## src/rtl/ras_checker_pkg.sv

```systemverilog
// Shared types for the commit-side return address stack checker.
// virt_t and ras_t match the fetch-side stack so restore beats can be pushed unchanged.
package ras_checker_pkg;

  typedef logic [31:0] virt_t;

  typedef struct packed {
    logic  valid;
    virt_t data;
  } ras_t;

  typedef enum logic [0:0] {
    RC_IDLE   = 1'b0,
    RC_REPAIR = 1'b1
  } ras_chk_state_t;

  localparam virt_t RAS_LINK_OFFSET = 32'd8;

  // Link address skips the delay slot and wraps modulo 2^32.
  function automatic virt_t ras_link_addr(input virt_t pc);
    return pc + RAS_LINK_OFFSET;
  endfunction

endpackage

```

## src/rtl/ras_checker_arch_stack.sv

```systemverilog
// Architectural return address stack: index 0 is the top of the stack.
// Exposes both the current contents and the contents after this cycle's update.
module ras_arch_stack
  import ras_checker_pkg::*;
#(
  parameter int ENTRIES_NUM = 4
) (
  input  logic                    clk,
  input  logic                    rst,
  input  logic                    push,
  input  logic                    pop,
  input  virt_t                   link,
  output ras_t [ENTRIES_NUM-1:0]  arch,
  output ras_t [ENTRIES_NUM-1:0]  arch_next
);

  ras_t [ENTRIES_NUM-1:0] arch_r;
  ras_t [ENTRIES_NUM-1:0] next_s;

  // Push shifts down, pop shifts up, push+pop replaces the top in place.
  always_comb begin
    next_s = arch_r;
    case ({push, pop})
      2'b10: begin
        next_s[0] = '{valid: 1'b1, data: link};
        for (int i = 1; i < ENTRIES_NUM; i++) begin
          next_s[i] = arch_r[i-1];
        end
      end
      2'b01: begin
        for (int i = 0; i < ENTRIES_NUM - 1; i++) begin
          next_s[i] = arch_r[i+1];
        end
        next_s[ENTRIES_NUM-1] = '0;
      end
      2'b11: begin
        next_s[0] = '{valid: 1'b1, data: link};
      end
      default: begin
        next_s = arch_r;
      end
    endcase
  end

  // Stack storage.
  always_ff @(posedge clk) begin
    if (rst) begin
      arch_r <= '0;
    end else begin
      arch_r <= next_s;
    end
  end

  assign arch      = arch_r;
  assign arch_next = next_s;

endmodule

```

## config.mk

```make
export PLATFORM = sky130hd
export DESIGN_NAME = ras_arch_stack
export DESIGN_NICKNAME = d
export VERILOG_FILES = /design/src/rtl/ras_checker_pkg.sv /design/src/rtl/ras_checker_arch_stack.sv
export SDC_FILE = /design/constraint.sdc
export NUM_CORES = 1
export LEC_CHECK = 0
export ABC_AREA = 0
export CAP_MARGIN = 5
export CORE_MARGIN = 1.5
export CORE_UTILIZATION = 35
export DETAILED_ROUTE_END_ITERATION = 10
export GPL_ROUTABILITY_DRIVEN = 0
export PLACE_DENSITY = 0.68
export RECOVER_POWER = 50
export SETUP_SLACK_MARGIN = 0.05
export SLEW_MARGIN = 10
export SYNTH_ARGS = -nofsm -noshare
export SYNTH_HDL_FRONTEND = slang
export SYNTH_SLANG_ARGS = --single-unit
```

## constraint.sdc

```tcl
create_clock -name clk -period 1.9 [get_ports clk]
set_clock_uncertainty 0.15 [all_clocks]
set_input_delay 0.38 -clock clk [delete_from_list [all_inputs] [get_ports clk]]
set_output_delay 0.38 -clock clk [all_outputs]
set_load 0.02 [all_outputs]
```

Word-level counts from Yosys, hierarchy flattened
Index checks and enable logic that the tools add are counted.
{"block": "word_totals", "regBits": 132, "input_bits": 36, "out_inout_bits": 264, "wordCells": 14}
{"block": "classes", "n_eq_ne": 3, "n_mux": 2, "n_reduce_logical": 1}
{"operator": "$pmux 99 s2", "count": 1}
{"operator": "$pmux 33 s2", "count": 1}
{"operator": "$eq 2x2->1 const B", "count": 2}
{"operator": "$eq 2x1->1 const B", "count": 1}
{"operator": "$reduce_or 2->1", "count": 1}

Depth between registers and ports, before layout
{"block": "depth", "word_depth": 3, "mapped_depth": 7, "ltp_nobuf": 4}

Worst setup path before layout
No wires, ideal clock.
{"block": "synth_path", "kind": "input to output", "start": "in push", "end": "out arch_next[33] in the netlist's numbering", "t_arrival_ps": 1563, "required_time_ps": 1370, "path_slack_ps": -193, "stages": 6, "path_cell_list": "inv_1 -> ha_1 -> buf_4 -> buf_2 -> buf_4 -> a21oi_1"}
{"item": "start, declared", "line_no": "ras_checker_arch_stack.sv:10", "text": "input logic push,"}
{"item": "end, declared", "line_no": "ras_checker_arch_stack.sv:14", "text": "output ras_t [ENTRIES_NUM-1:0] arch_next"}

==> reports/summary.log <==
[outcome] result of the run finished with violations
[outcome] violated checks setup timing
[timing] fin worst setup slack -364.8 ps
[synth] yosys synthesis warning count 0
[worst_setup_path] top fanout value on the critical path 6
[worst_setup_path] reg2reg end arch[38]
[finish] Final nets 1460
[placed_design] final HPWL from detailed placement 18230 µm
[synth] post-synth top area share 37.66%
[finish] area used by sequential logic in the layout 2643 µm²
[timing] final-report hold violation count 0
[synth] register bit total from synthesis 132
[finish] fraction of final layout cells with drive strength greater than 1 67.25%
[timing] count of final setup violators 132
[worst_setup_path] Critical Path End Type output pin
[synth] sequential-to-total area share from yosys stat 37.66%
[floorplanning] initial cell density of the core 35.82%
[timing] worst max-slew margin expressed relative to the limit 77.48%
[synth] Synth Area per Inst 9.019 µm²
[worst_setup_path] CP required 1370 ps
[power] power per standard cell area 710.2 nW/µm²
[power] Peak VDD IR 684.1 µV
[timing] pins over their slew limit 0
[synth] FFs w/ async S/R, synth 0%
[floorplanning] floorplan die area 20910 µm²
[finish] area grow syn2layout 138.4%
[power] cell leakage power 8.581 nW
[finish] Final Cell Area 16720 µm²
[clock_network] Clock H-tree levels 4
[timing] Fmax achieved 0.4415 GHz
[worst_setup_path] startpoint of the worst setup timing path push
[drt] remaining routing DRC violations 0
[worst_setup_path] Reg2Reg Setup Slack 350 ps
[clock_network] total clock sinks 132
[worst_setup_path] startpoint type of the worst setup path input pin
[clock_network] buffer depth of the longest clock path 2
[drt] number of DRC markers in iteration 0 386
[floorplanning] die extent in x 144.6 µm
[worst_setup_path] Worst Reg-to-Reg Cells 5
[placed_design] number of I/O port buffers 299
[drt] via count 9468
[synth] Synth Net Count 818
[drt] drt first pass iters 5
[hold_path] hold crit path type input pin to flop
[drt] average routed wire per standard cell 23.29 µm
[clock_network] clock latency on the worst-skew pair 410 ps
[timing] minimum clock period after layout 2265 ps
[flow_run] Max-cap violations 0
[synth] cell accounting for the most synthesized area sky130_fd_sc_hd__dfxtp_1
[clock_network] root cell of the clock tree sky130_fd_sc_hd__clkbuf_16
[grt] All-Layer GR Usage 28.34%
[synth] Post-synth EDFFs 0
[grt] vias in the first global route 8618
[synth] Synth cell types 23
[clock_network] number of buffers inserted by hold repair at cts 0
[timing] unrepaired setup endpoints after global routing yes
[finish] area taken by multi-input logic gates 5465 µm²
[grt] largest net degree at the start of global routing 35
[finish] number of flip-flops under the largest register name 132
[power] final total power 11.88 mW
[grt] antenna violations before repair 1
[worst_setup_path] worst path arrival time 1730 ps
[clock_network] Worst-path clk slew 60 ps
[drt] wire length after detailed routing 39540 µm
[synth] Netlist Area Pre-Place 7017 µm²
[drt] Vias/cell 5.576
[synth] cells taking the most area after synthesis sky130_fd_sc_hd__dfxtp_1, sky130_fd_sc_hd__a211oi_2, sky130_fd_sc_hd__a21oi_1
[synth] Cells after Synth 778
[synth] main flop type after synthesis sky130_fd_sc_hd__dfxtp_1
[floorplanning] height of the chip 144.6 µm
[worst_setup_path] category of the most critical setup path input pin to output pin
[drt] remaining antenna violation count 0
[timing] transition time of the tightest slew-check pin 337.8 ps
[floorplanning] Site Rows 51
[worst_setup_path] CP endpoint arch_next[0]
[grt] wire length of the first global-routing pass 45960 µm
[timing] Setup TNS Final -25690 ps
[grt] GRT overflow 0
[synth] most instantiated library cell after synthesis sky130_fd_sc_hd__a21oi_1
[placed_design] total placed instance area 12540 µm²
[floorplanning] IO Pins 300
[finish] Filler Cells Inserted 933
[floorplanning] area of the core region 19590 µm²
[clock_network] number of buffers created by CTS 17
[clock_network] CTS tree yes
[timing] fin crit share 119.2%
[worst_setup_path] Worst R2R Start arch[71]
[synth] leading cell types by count after synthesis sky130_fd_sc_hd__a21oi_1, sky130_fd_sc_hd__dfxtp_1, sky130_fd_sc_hd__a211oi_2, sky130_fd_sc_hd__nor2_1
## critical path, stage by stage
cell and delay (ps):
sky130_fd_sc_hd__buf_8 80, sky130_fd_sc_hd__buf_6 100, sky130_fd_sc_hd__ha_4 210, sky130_fd_sc_hd__buf_12 160
sky130_fd_sc_hd__buf_16 150, sky130_fd_sc_hd__buf_6 100, sky130_fd_sc_hd__o21ai_4 50, sky130_fd_sc_hd__a21oi_2 310
sky130_fd_sc_hd__buf_6 170
## where the power goes
group          switching, mW  total (mW)  leakage [nW]  internal (mW)
Clock                   1.37        3.87         0.324           2.50
Sequential             0.287        3.24          1.08           2.95
Combinational           2.34        4.77          7.17           2.43
## layout make-up
cell class	instances	area share (%)
Antenna cell	1	0.01496
Clock buffer	19	2.648
Clock inverter	12	1.362
Inverter	2	0.1047
Multi-Input combinational cell	564	32.68
Sequential cell	132	15.80
Tap cell	265	1.982
Timing Repair Buffer	703	45.41
## through the flow
step	hold WS, ps	setup slack [ps]	cells	util, %
floorplan	438.2	-79.47	778	-
global placement	359.8	-1136	1531	64.00
detailed placement	361.7	-1136	1531	64.00
CTS	178.1	-301.3	1621	73.28
global route	195.7	-369.4	1698	85.37
finish	188.7	-364.8	1698	85.37
## routing by layer
layer	vias to the layer above	wire, µm	global-route usage [%]
met4	0	2218	11.22
met2	478	20050	50.37
li1	4183	-	-
met1	4641	14310	32.61
met3	166	2959	6.821
met5	-	0	0
## worst min path at each step
stage               from   endpoint  cells after the start
4_1_cts              rst  arch[121]                      2
2_1_floorplan  arch[101]  arch[101]                      2
3_5_place_dp   arch[110]  arch[110]                      2
3_3_place_gp   arch[128]  arch[128]                      2
5_1_grt              rst  arch[124]                      2
6_report             rst  arch[121]                      2
## repair_timing
| item | 4_1_cts | 5_1_grt |
|---|---|---|
| gates resized for setup | 756 | 437 |
| gates cloned | 23 | 20 |
| buffers inserted | 36 | 61 |
| endpoints found under the setup margin | 271 | 261 |
| pin swaps | 47 | 98 |
## cell usage in the layout, fill, tap and decap left out, drive strengths merged
cell type and instances:
a2111oi 1, clkinvlp 1, clkinv 4, nand2 33, nand3 33, a22oi 66
nor2b 33, nand2b 33, clkbuf 37, a21oi 163, bufbuf 1, dlymetal6s2s 129
nor2 67, bufinv 6, ha 4, buf 523, nor3 1, diode 1
a211oi 98, o21ai 32, inv 3, dfxtp 132, clkdlybuf4s50 32
## cell families (layout without fill, tap and decap cells)
| logic type | count (synthesis) | count (layout) | synth area share [%] |
|---|---|---|---|
| AO/OA/AOI/OAI | 360 | 360 | 40.41 |
| AND/OR/NAND/NOR | 200 | 200 | 13.66 |
| flip-flops | 132 | 132 | 37.66 |
| buffers and inverters | 82 | 736 | 7.561 |
| adder cells (fa/ha/maj) | 4 | 4 | 0.7133 |
| other | 0 | 1 | 0 |
No activity file was read; power rests on OpenSTA's default activity.
